## config.mk

```make
export PLATFORM = sky130hd
export DESIGN_NAME = fetch_mem_unit
export DESIGN_NICKNAME = d
export VERILOG_FILES = /design/src/rtl/fetch_pkg.sv /design/src/rtl/fetch_mem_unit.sv
export SDC_FILE = /design/constraint.sdc
export NUM_CORES = 1
export LEC_CHECK = 0
export BUFFER_PORTS_ARGS = -buffer_cell sky130_fd_sc_hd__buf_2
export CAP_MARGIN = 20
export CORE_ASPECT_RATIO = 0.6
export CORE_MARGIN = 8
export CORE_UTILIZATION = 43
export CTS_CLUSTER_DIAMETER = 200
export DETAILED_ROUTE_END_ITERATION = 8
export PLACE_DENSITY = 0.81
export RECOVER_POWER = 50
export SLEW_MARGIN = 15
export SYNTH_ARGS = -nofsm -noshare
export SYNTH_HDL_FRONTEND = slang
export SYNTH_SLANG_ARGS = --single-unit
```

## constraint.sdc

```tcl
create_clock -name clk -period 1.8 [get_ports clk]
set_input_delay 0.09 -clock clk [delete_from_list [all_inputs] [get_ports clk]]
set_output_delay 0.09 -clock clk [all_outputs]
set_load 0.1 [all_outputs]
```

## src/rtl/fetch_pkg.sv

```systemverilog
// rtl/fetch_pkg.sv - shared FSM encoding, next-PC selects and timeout default for fetch_mem_unit
package fetch_pkg;

    localparam logic [0:0] ST_IDLE = 1'b0;
    localparam logic [0:0] ST_BUSY = 1'b1;

    localparam logic [1:0] PC_ALU    = 2'b00;
    localparam logic [1:0] PC_ALUOUT = 2'b01;
    localparam logic [1:0] PC_JUMP   = 2'b10;
    localparam logic [1:0] PC_HOLD   = 2'b11;

    localparam int TIMEOUT_CYCLES_DEFAULT = 16;

    // Word-aligned jump target inside the current 256 MB region.
    function automatic logic [31:0] jump_target(input logic [31:0] pc, input logic [31:0] instr);
        return {pc[31:28], instr[25:0], 2'b00};
    endfunction

endpackage

```

## src/rtl/fetch_mem_unit.sv

```systemverilog
// rtl/fetch_mem_unit.sv - PC/IR/MDR datapath with a stalling IDLE/BUSY memory bus port; BUS_TIMEOUT_EN adds a sticky bus timeout
module fetch_mem_unit #(
    parameter logic [31:0] RESET_PC       = 32'h0000_0000,
    parameter int          TIMEOUT_CYCLES = fetch_pkg::TIMEOUT_CYCLES_DEFAULT
) (
    input  logic        clk,
    input  logic        reset,
    input  logic        pcwrite,
    input  logic        branch,
    input  logic        zero,
    input  logic        irwrite,
    input  logic        iord,
    input  logic        memwrite,
    input  logic [1:0]  pcsrc,
    input  logic [31:0] aluresult,
    input  logic [31:0] aluout,
    input  logic [31:0] writedata,
    output logic        mem_req,
    output logic        mem_we,
    output logic [31:0] mem_addr,
    output logic [31:0] mem_wdata,
    input  logic [31:0] mem_rdata,
    input  logic        mem_ready,
    output logic [31:0] pc,
    output logic [31:0] instr,
    output logic [31:0] data,
    output logic [5:0]  op,
    output logic        stall,
    output logic        bus_err
);
    import fetch_pkg::*;

    logic [0:0]  state;
    logic        lat_ir;
    logic        access_req;
    logic [31:0] access_addr;
    logic [31:0] pcnext;
    logic        pc_en;
    logic        timeout_hit;

    assign access_req  = irwrite | iord;
    assign access_addr = iord ? aluout : pc;
    assign op          = instr[31:26];

`ifdef BUS_TIMEOUT_EN
    localparam int CW = $clog2(TIMEOUT_CYCLES + 1);
    logic [CW-1:0] busy_cnt;

    // busy_cnt holds the number of BUSY cycles already spent on this access.
    assign timeout_hit = (state == ST_BUSY) && !mem_ready
                         && (busy_cnt == CW'(TIMEOUT_CYCLES - 1));

    always_ff @(posedge clk) begin
        if (reset) begin
            busy_cnt <= '0;
            bus_err  <= 1'b0;
        end else begin
            if (state == ST_IDLE || mem_ready || timeout_hit)
                busy_cnt <= '0;
            else
                busy_cnt <= busy_cnt + 1'b1;
            if (timeout_hit)
                bus_err <= 1'b1;
        end
    end
`else
    logic unused_timeout;
    assign unused_timeout = ^TIMEOUT_CYCLES;
    assign timeout_hit    = 1'b0;
    assign bus_err        = 1'b0;
`endif

    assign stall = ((state == ST_IDLE) && access_req)
                 | ((state == ST_BUSY) && !mem_ready && !timeout_hit);

    always_comb begin
        pcnext = pc;
        case (pcsrc)
            PC_ALU:    pcnext = aluresult;
            PC_ALUOUT: pcnext = aluout;
            PC_JUMP:   pcnext = jump_target(pc, instr);
            PC_HOLD:   pcnext = pc;
            default:   pcnext = pc;
        endcase
    end

    assign pc_en = (pcwrite | (branch & zero)) & !stall;

    always_ff @(posedge clk) begin
        if (reset) begin
            state     <= ST_IDLE;
            pc        <= RESET_PC;
            instr     <= '0;
            data      <= '0;
            mem_req   <= 1'b0;
            mem_we    <= 1'b0;
            mem_addr  <= '0;
            mem_wdata <= '0;
            lat_ir    <= 1'b0;
        end else begin
            if (pc_en)
                pc <= pcnext;

            if (state == ST_IDLE) begin
                if (access_req) begin
                    state     <= ST_BUSY;
                    mem_req   <= 1'b1;
                    mem_we    <= memwrite;
                    mem_addr  <= access_addr;
                    mem_wdata <= writedata;
                    lat_ir    <= irwrite;
                end
            end else begin
                if (mem_ready) begin
                    state   <= ST_IDLE;
                    mem_req <= 1'b0;
                    mem_we  <= 1'b0;
                    // Instruction fetch wins over a data access; stores capture nothing.
                    if (lat_ir)
                        instr <= mem_rdata;
                    else if (!mem_we)
                        data <= mem_rdata;
                end else if (timeout_hit) begin
                    state   <= ST_IDLE;
                    mem_req <= 1'b0;
                    mem_we  <= 1'b0;
                end
            end
        end
    end

endmodule

```

==> results.toml, run 1 <==
[route]
met2WireLength_um = 11600
drc = 0
wl_per_cell_um = 18.4
highest_layer = "met5"
first_pass_iters = 5
vias = 7228
drtIter0Drc = 417
wirelength_um = 25300
dr_wl_met3_um = 2570
ant_nets = 0
vias_per_cell = 5.26
route.layer.met1.wl_um = 10600

[hold_path]
hold_path_class = "input port to flip-flop"
hold_start = "irwrite"
whs_endpoint = "lat_ir"
whs_path_depth = 3

[pwr]
comb_power_share_pct = 28.4
p_leak_uw = 0.00452
power_density_nw_per_um2 = 1030
p_sw_share_pct = 37.8
seqPwrFrac_pct = 38.7
p_int_uw = 6370
max-vdd-ir-drop_mv = 0.586
clockPowerShare_pct = 32.8
power.switching_uw = 3870

[worst_setup_path]
cp-start-kind = "flip-flop"
rr_worst_depth = 4
worst_setup_path_end_kind = "flip-flop"
r2r_end = "pc[19]"
cp.required_ns = 2.10
r2r_slack_ns = 0.12
crit_type = "flip-flop to flip-flop"
critPathMaxFanout = 10
crit_arrival_ns = 1.98
r2r_start = "state"

[floorplanning]
die_y_um = 115
io_pins = 309
dieArea_sq_um = 20700
start_util_pct = 43.4
fp.coreArea_sq_um = 16000
die_x_um = 180
rows = 36

[sta]
slew_headroom_pct = 54.2
final-setup-viol-count = 0
finalClockSkew_ns = 0.0142
slew_viol_final = 0
fmax_mhz = 596
hold_viol = 0
whs_ns = 0.0134
period_share_pct = 93.2
rsz0062_at_grt = "no"
period_needed_ns = 1.68
tightest_slew_ns = 0.687
timing.setup.tns_ns = 0

[clock_tree]
clk_pin_slew_ns = 0.07
insertion_delay_ns = 0.42
cts_tree = "done"
h-tree-depth = 4
cts.sinks = 164
cts_buffers = 17
clk_path_buf_depth = 2
cts_root_buf = "clkbuf_16"

[global_route]
grt_first_pass_wirelength_um = 39000
gr-total-overflow = 0
grt_start_max_net_pins = 55
first_global_vias = 7201
grt_usage_pct = 23.6
grt_antenna_before_repair = 2

[placement]
gp_congestion = 0.835
placed_cells = 1274
io_buffers = 307
dp_hpwl_um = 17900

[synthesis]
yosysSeqAreaShare_pct = 47.1
yosys_warnings = 0
synthTopCellsByArea = "dfxtp_1 (47%), nand2_1 (11%), a21oi_1 (7.4%)"
synth_top_area_share_pct = 47.1
synth_area_per_cell_sq_um = 8.56
synthesis.area_sq_um = 6970
ys_types = 30
synth_top_area_cell = "dfxtp_1"
synth_cells = 814
synthesis.nets = 956
ys_ff_latch = 164

[final_layout]
ff_latch_area_sq_um = 3280
fin_nets = 1291
final_layout_size_suffix_gt1_share_pct = 34.4
layout_commonest_cell = "nand2_1"
fin_util_pct = 62.0
final_cells = 1373
syn_to_final_growth_pct = 42.6
mostFrequentLayoutCells = "nand2_1 (199), buf_2 (168), dfxtp_1 (163)"
n_fill_cell = 1336
multiInputGateArea_sq_um = 3350

[run]
maxCapViolations = 0

[run_status]
status = "finished clean"
[cells in the mapped netlist (all sizes together)]
cell / number
nand2: 199
dfxtp: 164
a21oi: 103
clkbuf: 61
nor2b: 58
nor2: 35
mux2i: 34
a211oi: 32
mux2: 32
nor3: 30
a221oi: 26
buf: 18
nand3b: 6
ha: 3
inv: 2
a2111o: 1
a211o: 1
and2: 1
and3: 1
conb: 1
nand3: 1
nand4bb: 1
nor4bb: 1
o21ba: 1
o21bai: 1
or3: 1
[what timing repair did]
action	in CTS	in global routing
endpoints found under the hold margin	97	0
resized for setup	0	0
setup buffers	0	0
hold buffers	65	0
[sequential cells by signal (all words and copies together) (netlist names)]
register and cells:
data 32, instr 32, lat_ir 1, mem_addr 32
mem_req 1, mem_wdata 32, mem_we 1, pc 32
state 1
[cell families (layout without fill, tap and decap cells)]
logic type / count (synthesis) / after routing / share of synthesized area [%]
simple gates: 334 / 334 / 21.3
compound gates: 165 / 165 / 14.7
flops: 164 / 164 / 47.1
buf+inv: 81 / 429 / 5.21
mux: 66 / 66 / 11.1
fa+ha+maj: 3 / 3 / 0.539
other cells: 1 / 3 / 0.0538
[power groups by stage]
stage                     Sequential [uW]  Clock [uW]  Combinational [uW]
after floorplan                      5450           0                 738
after global placement               4030           0                2770
after detailed placement             4030           0                2800
after CTS                            3950        3420                2910
after global routing                 3990        3580                3050
final                                3960        3360                2910
[critical path, cell delays in order, from the launching register on]
cell     delay [ns]
dfxtp_1        0.30
or3_1          0.35
a211o_2        0.39
buf_4          0.21
mux2_4         0.31
[how the worst max path moves through the flow]
stage               startpoint  endpoint  slack [ns]
CTS                      state    pc[19]        0.11
detailed placement     irwrite    pc[21]        0.11
global placement       irwrite    pc[21]        0.15
global route             state    pc[22]        0.07
finish                   state    pc[19]        0.12
floorplan                state    pc[10]        0.05
[metrics by stage]
step                      power (uW)  setup slack, ns  area [sq um]
final                          10200            0.122          9940
after CTS                      10300            0.113          9940
after floorplan                 6190           0.0462          6970
after global routing           10600           0.0713          9930
after global placement          6790            0.145          8740
after detailed placement        6830            0.110          8740
[metal layers]
metal  global-route usage [%]  vias up
met5                        0        -
met4                     8.55        2
met3                     8.49       54
met2                     37.7      400
met1                     29.0     3336
li1                         -     3436
[final cells by class]
type | count | share of cell area (%)
Sequential cell | 164 | 33.1
Timing Repair Buffer | 395 | 24.9
Antenna cell | 2 | 0.0504
Clock inverter | 12 | 0.982
Multi-Input combinational cell | 569 | 33.8
Inverter | 2 | 0.0756
Clock buffer | 20 | 4.50
Tap cell | 209 | 2.63
No activity file was read; power rests on OpenSTA's default activity.
==> run 2, diff against run 1 <==
ABC_AREA = 1   (was not set)
==> results.toml, run 2 <==
[run_status]
status = "finished clean"

[worst_setup_path]
cp.required_ns = 2.12
crit_type = "flip-flop to flip-flop"
cpMostUsedCell = "nand2_1"
worst_path_max_delay_cell = "buf_4"
cp-start-kind = "flip-flop"
crit_arrival_ns = 1.94
critPathMaxFanout = 56
worst_setup_path_end_kind = "flip-flop"
slowest_delay_ns = 0.47
worstPathCellList = "nand2_1 -> nand2_1 -> nand3_2 -> buf_4 -> nand2_1 -> nand2_1 -> nor2_1"

[clock_tree]
cts_tree = "done"
insertion_delay_ns = 0.42
cts_repair_resize_count = 0
cts_root_buf = "clkbuf_16"
cts_setup_buffers = 0
cts.sinks = 164
cts_buffers = 17
clk_pin_slew_ns = 0.08
clk_path_buf_depth = 2
h-tree-depth = 4
hold_buffers = 74

[sta]
period_share_pct = 90.0
slew_viol_final = 0
fmax_mhz = 618
rsz0062_at_grt = "no"
whs_ns = 0.0199
final-setup-viol-count = 0
slew_headroom_pct = 56.5
tightest_slew_ns = 0.653
timing.setup.tns_ns = 0
hold_viol = 0
period_needed_ns = 1.62
finalClockSkew_ns = 0.0172

[synthesis]
ys_ff_latch = 164
yosysMostFrequentCell = "nor2_1"
synth_top_area_share_pct = 47.4
synth_cells = 1011
ys_types = 23
synthesis.area_sq_um = 6930
synth_common_cells = "nor2_1 (265), nand2_1 (201), dfxtp_1 (164), o21ai_0 (121), nand3_1 (85)"
synth_top_area_cell = "dfxtp_1"
synth_area_per_cell_sq_um = 6.85
synthArstFlopShare_pct = 0
yosys_warnings = 0
synthTopCellsByArea = "dfxtp_1 (47%), nor2_1 (14%), nand2_1 (11%)"
synth_edf_count = 0
synthesis.nets = 1153
synthFlopType = "dfxtp_1"
yosysSeqAreaShare_pct = 47.4

[floorplanning]
die_x_um = 180
fp.coreArea_sq_um = 16000
rows = 36
io_pins = 309
start_util_pct = 43.3
dieArea_sq_um = 20600
die_y_um = 114

[final_layout]
layout_commonest_cell = "nor2_1"
mostFrequentLayoutCells = "nor2_1 (265), nand2_1 (203), buf_2 (165)"
syn_to_final_growth_pct = 43.1
final_layout_size_suffix_gt1_share_pct = 26.8
fin_nets = 1495

[global_route]
first_global_vias = 7988
grt_first_pass_wirelength_um = 42800
grt_start_max_net_pins = 68
gr-total-overflow = 0
grt_antenna_before_repair = 1
grt_usage_pct = 25.6

[hold_path]
hold_path_class = "input port to flip-flop"

[route]
dr_wl_met3_um = 2520
route.layer.met1.wl_um = 10700
drc = 0
wirelength_um = 27200
vias_per_cell = 5.11
highest_layer = "met5"
vias = 8046
drtIter0Drc = 582
wl_per_cell_um = 17.2
ant_nets = 0
first_pass_iters = 5
met2WireLength_um = 13100

[pwr]
power_density_nw_per_um2 = 1130
power_uw = 11200
p_leak_uw = 0.00501
max-vdd-ir-drop_mv = 0.880

[run]
maxCapViolations = 0

[placement]
dp_hpwl_um = 18400
gp_congestion = 0.856
io_buffers = 307
[run 2: cell types whose count changed after synthesis, sizes merged, moves of 40 or more]
cell	before	now
nand3	1	86
a21oi	103	32
nor2	35	267
inv	2	42
o21ai	0	129
nor2b	58	0
[run 2: path summary, 6_finish.rpt]
| check | to | slack, ns | from | cells after the start |
|---|---|---|---|---|
| setup / recovery | pc[1] | 0.18 | state | 7 |
| hold / removal | pc[19] | 0.02 | aluout[19] | 5 |
| setup reg to reg | pc[1] | 0.18 | state | 7 |
| hold reg to reg | instr[26] | 0.48 | instr[26] | 2 |
[run 2: kinds of logic (layout without fill, tap and decap cells)]
kind of cell    count (synthesis)  after routing  synth area share [%]
other cells                     1              2                0.0541
compound gates                162            162                  11.7
flops                         164            164                  47.4
fa+ha+maj                       3              3                 0.542
buf+inv                       123            478                  7.97
simple gates                  558            558                  32.3
[run 2: critical path: cells and delay by family (launching register included)]
family,cells,cell delay (ns)
and+or+nand+nor,6,0.70
DFF,1,0.34
buffers and inverters,1,0.47
[run 2: final cells by class]
class / instances / area, sq um
clock buffer: 18 / 439
sequential: 164 / 3280
clock inverter: 14 / 161
timing repair buffer: 403 / 2520
inverter: 43 / 163
tap: 209 / 262
fill: 1376 / 6080
antenna: 1 / 2.50
multi-input combinational: 724 / 3090
[run 2: where the power goes]
group	total [uW]	internal [uW]	leakage (uW)	switching (uW)
sequential	4050	3890	0.00135	157
clock	3690	1910	0.000290	1780
combinational	3480	675	0.00337	2810
[run 2: per-stage QoR]
stage,area (sq um),worst slack [ns],utilization [%],std cells
after floorplan,6930,0.193,-,1011
after detailed placement,8590,0.319,53.7,1469
final,9910,0.181,62.0,1576
after CTS,9930,0.285,62.1,1575
after global placement,8590,0.393,53.7,1469
after global routing,9910,0.0566,62.0,1575
[run 2: per-layer routing]
layer  up-vias  GRT usage, %
li1       3875             -
met1      3704          29.4
met2       403          44.5
met3        62          8.40
met4         2          9.40
met5         -             0
